### src/rtl/bsg_cordic_pkg.sv
// Shared helpers for the CORDIC sinh/cosh arbiter slice.
// Latency: n/a (compile-time constants and functions only).
// Backpressure: n/a.
package bsg_cordic_pkg;

  localparam int default_els_lp = 4;

  // Requester-id (tag) width for the default configuration.
  localparam int tag_width_lp = $clog2(default_els_lp);

  // Tag width for an arbitrary requester count; a single requester still
  // needs one bit so that vectors never collapse to zero width.
  function automatic int tag_width(input int els);
    return (els > 1) ? $clog2(els) : 1;
  endfunction

  // Issue-to-result latency of the default hyperbolic CORDIC unit: one cycle
  // per negative-precision and positive-precision stage, plus input and
  // output registers.
  function automatic int cordic_hyp_latency(input int neg_prec, input int posi_prec);
    return neg_prec + posi_prec + 2;
  endfunction

endpackage

### src/rtl/bsg_cordic_rr_arb.sv
// Round-robin grant among els_p requesters, searching upward from last winner + 1.
// Latency: grant is combinational; the pointer updates on the cycle the grant is taken.
// Backpressure: pointer holds whenever yumi_i is low, so an untaken grant is re-offered.
//
// Ports:
//   clk_i, reset_n_i   clock, async active-low reset
//   v_i                per-requester request valid
//   yumi_i             the current grant is consumed this cycle
//   grant_v_o          some requester is valid
//   grant_id_o         index of the winning requester
module bsg_cordic_rr_arb
  import bsg_cordic_pkg::*;
#(
  parameter int els_p = 4
) (
  input  logic                         clk_i,
  input  logic                         reset_n_i,
  input  logic [els_p-1:0]             v_i,
  input  logic                         yumi_i,
  output logic                         grant_v_o,
  output logic [tag_width(els_p)-1:0]  grant_id_o
);

  localparam int tag_w_lp = tag_width(els_p);

  logic [tag_w_lp-1:0] ptr_q, ptr_d;
  int                  idx;

  // First valid requester strictly after the pointer, wrapping modulo els_p.
  // Ending the search at offset els_p lets the last winner win again when it
  // is the only requester.
  always_comb begin
    grant_v_o  = 1'b0;
    grant_id_o = '0;
    idx        = 0;
    for (int i = 1; i <= els_p; i++) begin
      idx = (int'(ptr_q) + i) % els_p;
      if (!grant_v_o && v_i[idx[tag_w_lp-1:0]]) begin
        grant_v_o  = 1'b1;
        grant_id_o = idx[tag_w_lp-1:0];
      end
    end
  end

  always_comb begin
    ptr_d = ptr_q;
    if (yumi_i) begin
      ptr_d = grant_id_o;
    end
  end

  // Reset to the last index so requester 0 is first in line.
  always_ff @(posedge clk_i or negedge reset_n_i) begin
    if (!reset_n_i) begin
      ptr_q <= tag_w_lp'(els_p - 1);
    end else begin
      ptr_q <= ptr_d;
    end
  end

endmodule

### src/rtl/bsg_cordic_hyperbolic_arbiter.sv
// Shares one pipelined CORDIC sinh/cosh unit among els_p requesters, steering results back by tag.
// Latency: zero added cycles; a request accepted in cycle t returns in cycle t+lat_p when not stalled.
// Backpressure: head result not consumed stalls the unit, which blocks all issue; issue also stops at max_out_p in flight.
//
// Ports:
//   clk_i, reset_n_i                 clock, async active-low reset
//   v_i / ang_i / ready_o            per-requester request handshake and packed angles
//   v_o / sinh_o / cosh_o / yumi_i   per-requester result handshake; data buses are shared
//   cordic_ang_o / cordic_val_o      request side of the unit (cordic_ready_i from the unit)
//   cordic_sinh_i / cordic_cosh_i / cordic_val_i / cordic_yumi_o   result side of the unit
module bsg_cordic_hyperbolic_arbiter
  import bsg_cordic_pkg::*;
#(
  parameter int els_p       = 4,
  parameter int ang_width_p = 16,
  parameter int ans_width_p = 32,
  parameter int lat_p       = cordic_hyp_latency(7, 7),
  parameter int max_out_p   = lat_p + 1
) (
  input  logic                          clk_i,
  input  logic                          reset_n_i,
  input  logic [els_p-1:0]              v_i,
  input  logic [els_p*ang_width_p-1:0]  ang_i,
  output logic [els_p-1:0]              ready_o,
  output logic [els_p-1:0]              v_o,
  output logic [ans_width_p-1:0]        sinh_o,
  output logic [ans_width_p-1:0]        cosh_o,
  input  logic [els_p-1:0]              yumi_i,
  output logic [ang_width_p-1:0]        cordic_ang_o,
  output logic                          cordic_val_o,
  input  logic                          cordic_ready_i,
  input  logic [ans_width_p-1:0]        cordic_sinh_i,
  input  logic [ans_width_p-1:0]        cordic_cosh_i,
  input  logic                          cordic_val_i,
  output logic                          cordic_yumi_o
);

  localparam int tag_w_lp = tag_width(els_p);
  localparam int cnt_w_lp = $clog2(max_out_p + 1);
  localparam int ptr_w_lp = (max_out_p > 1) ? $clog2(max_out_p) : 1;

  logic                grant_v;
  logic [tag_w_lp-1:0] grant_id;
  logic                issue;
  logic                ret_vld;
  logic                pop;
  logic [tag_w_lp-1:0] head_tag;

  logic [cnt_w_lp-1:0] count_q, count_d;
  logic [ptr_w_lp-1:0] wr_ptr_q, wr_ptr_d;
  logic [ptr_w_lp-1:0] rd_ptr_q, rd_ptr_d;
  logic [tag_w_lp-1:0] tag_mem [max_out_p];

  bsg_cordic_rr_arb #(
    .els_p (els_p)
  ) rr_arb (
    .clk_i      (clk_i),
    .reset_n_i  (reset_n_i),
    .v_i        (v_i),
    .yumi_i     (issue),
    .grant_v_o  (grant_v),
    .grant_id_o (grant_id)
  );

  // Issue side. The in-flight limit uses the registered count, so a pop in
  // the same cycle does not open a slot until the next cycle. reset_n_i gates
  // the handshake so nothing is offered while reset is held, independent of
  // what the unit and clients drive.
  always_comb begin
    issue        = reset_n_i & grant_v & cordic_ready_i &
                   (count_q < cnt_w_lp'(max_out_p));
    cordic_val_o = issue;
    cordic_ang_o = ang_i[int'(grant_id)*ang_width_p +: ang_width_p];
    ready_o      = '0;
    if (issue) begin
      ready_o[grant_id] = 1'b1;
    end
  end

  // Return side: the oldest tag owns whatever the unit presents.
  always_comb begin
    head_tag      = tag_mem[rd_ptr_q];
    ret_vld       = cordic_val_i & (count_q != '0);
    v_o           = '0;
    if (ret_vld) begin
      v_o[head_tag] = 1'b1;
    end
    cordic_yumi_o = ret_vld & yumi_i[head_tag];
    pop           = cordic_val_i & cordic_yumi_o;
    sinh_o        = cordic_sinh_i;
    cosh_o        = cordic_cosh_i;
  end

  // Circular tag buffer bookkeeping; depth need not be a power of two.
  always_comb begin
    count_d  = count_q;
    wr_ptr_d = wr_ptr_q;
    rd_ptr_d = rd_ptr_q;
    if (issue && !pop) begin
      count_d = count_q + 1'b1;
    end else if (pop && !issue) begin
      count_d = count_q - 1'b1;
    end
    if (issue) begin
      wr_ptr_d = (wr_ptr_q == ptr_w_lp'(max_out_p - 1)) ? '0 : wr_ptr_q + 1'b1;
    end
    if (pop) begin
      rd_ptr_d = (rd_ptr_q == ptr_w_lp'(max_out_p - 1)) ? '0 : rd_ptr_q + 1'b1;
    end
  end

  always_ff @(posedge clk_i or negedge reset_n_i) begin
    if (!reset_n_i) begin
      count_q  <= '0;
      wr_ptr_q <= '0;
      rd_ptr_q <= '0;
    end else begin
      count_q  <= count_d;
      wr_ptr_q <= wr_ptr_d;
      rd_ptr_q <= rd_ptr_d;
    end
  end

  // Tag storage needs no reset: entries are only read while count_q > 0.
  always_ff @(posedge clk_i) begin
    if (issue) begin
      tag_mem[wr_ptr_q] <= grant_id;
    end
  end

  // Simulation-time protocol checks.
  a_no_orphan_result: assert property (@(posedge clk_i) disable iff (!reset_n_i)
    !(cordic_val_i && (count_q == '0)));
  a_yumi_qualified: assert property (@(posedge clk_i) disable iff (!reset_n_i)
    ((yumi_i & ~v_o) == '0));
  a_count_bounded: assert property (@(posedge clk_i) disable iff (!reset_n_i)
    (count_q <= cnt_w_lp'(max_out_p)));

endmodule

### config.mk
export PLATFORM = sky130hd
export DESIGN_NAME = bsg_cordic_hyperbolic_arbiter
export DESIGN_NICKNAME = d
export VERILOG_FILES = /design/src/rtl/bsg_cordic_pkg.sv /design/src/rtl/bsg_cordic_rr_arb.sv /design/src/rtl/bsg_cordic_hyperbolic_arbiter.sv
export SDC_FILE = /design/constraint.sdc
export NUM_CORES = 1
export LEC_CHECK = 0
export ABC_AREA = 1
export CAP_MARGIN = 5
export CELL_PAD_IN_SITES_DETAIL_PLACEMENT = 1
export CELL_PAD_IN_SITES_GLOBAL_PLACEMENT = 1
export CORE_MARGIN = 4
export CORE_UTILIZATION = 44
export CTS_CLUSTER_SIZE = 20
export DETAILED_ROUTE_END_ITERATION = 10
export DONT_BUFFER_PORTS = 1
export HOLD_SLACK_MARGIN = 0.08
export PLACE_DENSITY = 0.85
export SLEW_MARGIN = 20
export SYNTH_ARGS = -nofsm -noshare
export SYNTH_HDL_FRONTEND = slang
export SYNTH_HIERARCHICAL = 1
export SYNTH_SLANG_ARGS = --single-unit
export TNS_END_PERCENT = 1
### constraint.sdc
create_clock -name clk_i -period 3.5 [get_ports clk_i]
set_clock_uncertainty 0.15 [all_clocks]
set_input_delay 0 -clock clk_i [delete_from_list [all_inputs] [get_ports clk_i]]
set_output_delay 0 -clock clk_i [all_outputs]
set_load 0.02 [all_outputs]
==> metrics <==
busiest metal layer after global routing met2; Hold EP cordic_ang_o[11]; pwr/cell area between 1000 and 1500 mW/mm2; GRT Overall Usage 22.5%; Post-Route WL 12.4 mm; YS warnings 6; vias in the first global route 3,702; number of DRC markers in iteration 0 164; CTS tree built; H-tree depth 2; static leakage 1.96 nW; Pint between 2 and 2.5 mW; initial core utilization 45.3%; Final ANT Viol Nets 0; Die X-Extent 103 um; die area 0.0106 mm2; Post-Syn Area 0.00395 mm2; kind of critical path reg -> reg; met2 Use GR 40.3%; fmax 311 MHz; final critical-path required period between 3 and 4 ns; layout cells sized above 1 11.5%; NetSw 2.73 mW; Seq/Total Area, Yosys 36.7%; Fin. Hold Viols 0; sw frac 56.3%; Syn Inst Count 506; GRT overflow 0; Final Setup Violations 0; VDD IR max 0.685 mV; Clock power frac 8.3%; hold path depth 2; slowest CP cell dfrtp_1; HP Class in -> out; mean area per synthesized cell 7.80 um2; Register Area 0.00145 mm2; cell row count 34; Reg-to-Reg End count_q[4]; RSZ-0062 raised after global routing no; Distinct cells, synth 38; Pwr Total ~4.9 mW; total number of vias 3,469; Reg power frac a little over a fifth; initial antenna violation count 0; crit path cell chain buf_4 -> nor2_1 -> nand2_1 -> o21ai_2 -> a21oi_1 -> nand2_2 -> nand2_4 -> nand2_1 -> nand2_1 -> nand2_2 -> nand3_4 -> ha_1 -> inv_1 -> ha_1 -> a21o_1 -> a31oi_1 -> nor2_1 -> nor2_1 -> xor2_1; CTS root buf clkbuf_8; Detailed Routing Iterations Pass 1 4; overall die height just over 100 um; number of port buffers 0; Critical Path RT 3.57 ns; clock sinks about 50; Logic pwr share between 70 and 80%; fraction of met3 tracks used by global routing 2.98%; met1 GRT Util a little over a quarter; most frequent cells in the layout 117 x nand2_1, 83 x nand3_1, 75 x dlygate4sd3_1, 37 x inv_1, 36 x nor2_1; Reg2Reg Setup Slack between 0.2 and 0.3 ns; Post-Syn Nets 657; final period utilization 91.8%; Max-Cap Viols 0; Post-Route Setup TNS 0 ns; first-pass GRT wire length 18.8 mm; Setup crit end kind flop; clock slew at reported path FFs approximately 0.090 ns; Slew @ Worst Pin 0.838 ns; DRC 0; commonest non-fill, non-tap cell in the layout nand2_1; setup slack after layout 0.287 ns; status finished, final reports clean; critical path peak fanout 9; area of the multi-input gates 0.00175 mm2; Max Slew Vio Count 0; WP data arrival 3.29 ns; fillers 1,043; CTS max path bufs 2; critical path's largest stage delay 0.52 ns; hold slack slightly above 0.08 ns; IO Pins 230; Nets 673; Num CTS Buffers 5; Worst-Skew Late Latency ~0.30 ns; antenna cells 0; largest net degree at the start of global routing 29; Post-Place Worst Slack between 0.09 and 0.1 ns; Setup crit start rd_ptr_q[1]; via density per instance 5.50; GPL Wtd Cong 0.844; Setup crit start kind flop; r2r worst-path depth 19; fin util about half; Routed wire per std cell 19.7 um; Area Overhead vs Synth 13.6%; worst hold start ang_i[27]; HPWL after detailed placement 8.13 mm; Slew HR 44.0%; Yosys reg bits 51; core area around 0.0087 mm2; R2R Path Start rd_ptr_q[1]
==> cell type report <==
cell class              count  area share [%]
multi-input cells         330            39.0
flip-flops and latches     51            32.3
repair buffers             90            19.4
inverters                  44            3.79
well taps                 108            3.01
clock buffers               6            1.62
clock inverters             2           0.837
==> per-stage QoR <==
stage,cells,instance area (um2)
2_1_floorplan,506,3950
3_3_place_gp,544,3580
3_5_place_dp,544,3580
4_1_cts,627,4440
5_1_grt,631,4480
6_report,631,4480
==> power by group through the flow <==
stage | Combinational [mW] | Sequential (mW) | Clock, mW
3_5_place_dp | 3.11 | 1.06 | 0
2_1_floorplan | 2.62 | 0.989 | 0
3_3_place_gp | 2.98 | 1.05 | 0
5_1_grt | 3.74 | 1.07 | 0.443
6_report | 3.40 | 1.05 | 0.403
4_1_cts | 3.30 | 1.05 | 0.410
==> worst max path at each step <==
| stage | to | cells after the start |
|---|---|---|
| CTS | count_q[4] | 13 |
| global placement | count_q[4] | 14 |
| global route | count_q[4] | 21 |
| detailed placement | count_q[4] | 13 |
| floorplan | count_q[4] | 19 |
| finish | count_q[4] | 19 |
==> worst max-delay path: cells and delay by family (launching register included) <==
family	cells	cell delay, ns
fa+ha+maj	2	0.55
simple gates	10	0.81
compound gates	4	0.60
buf+inv	2	0.32
xor+xnor	1	0.18
flops	1	0.52
==> synthesized netlist by cell type (all sizes together) <==
library cell | count | area share [%]
nor2 | 45 | 5.6
dfstp | 2 | 1.3
xor2 | 4 | 0.89
nand3b | 2 | 0.38
o21a | 1 | 0.19
clkbuf | 9 | 0.86
nand4 | 6 | 0.95
a21o | 1 | 0.19
xnor2 | 1 | 0.22
edfxtp | 34 | 26
a31oi | 1 | 0.16
ha | 10 | 3.2
o21ai | 9 | 1.3
nor4 | 1 | 0.16
clkinv | 1 | 0.095
dfrtp | 15 | 9.5
inv | 43 | 4.2
a21oi | 9 | 1.2
nand3 | 87 | 12
nand2 | 129 | 14
fa | 1 | 0.51
a22oi | 16 | 3.0
buf | 72 | 14
nor3 | 7 | 0.89
==> per-layer routing <==
metal,up-vias,share of wire [%]
li1,1639,-
met1,1643,39
met5,-,0
met4,0,2.5
met3,26,4.9
met2,161,54
==> kinds of logic (layout without fill, tap and decap cells) <==
group	Yosys count	in the layout	share of synthesized area, %
adder cells (fa/ha/maj)	11	11	3.68
AO/OA/AOI/OAI	37	37	6.15
AND/OR/NAND/NOR	277	277	33.2
XOR/XNOR	5	5	1.11
flip-flops	51	51	36.7
buffers and inverters	125	142	19.1
==> flip-flops by register name, indices dropped and copies added, names as in the netlist <==
register	count
count_q	5
rd_ptr_q	5
rr_arb/ptr_q	2
tag_mem	34
wr_ptr_q	5
==> repair_timing <==
action                                 in CTS  in global routing
hold buffers                               75                  0
setup buffers                               0                  4
endpoints found under the hold margin      89                  0
setup endpoints to repair                   0                  2
gates resized for setup                     0                  6
Note: power is estimated with default switching activity, not from simulation.
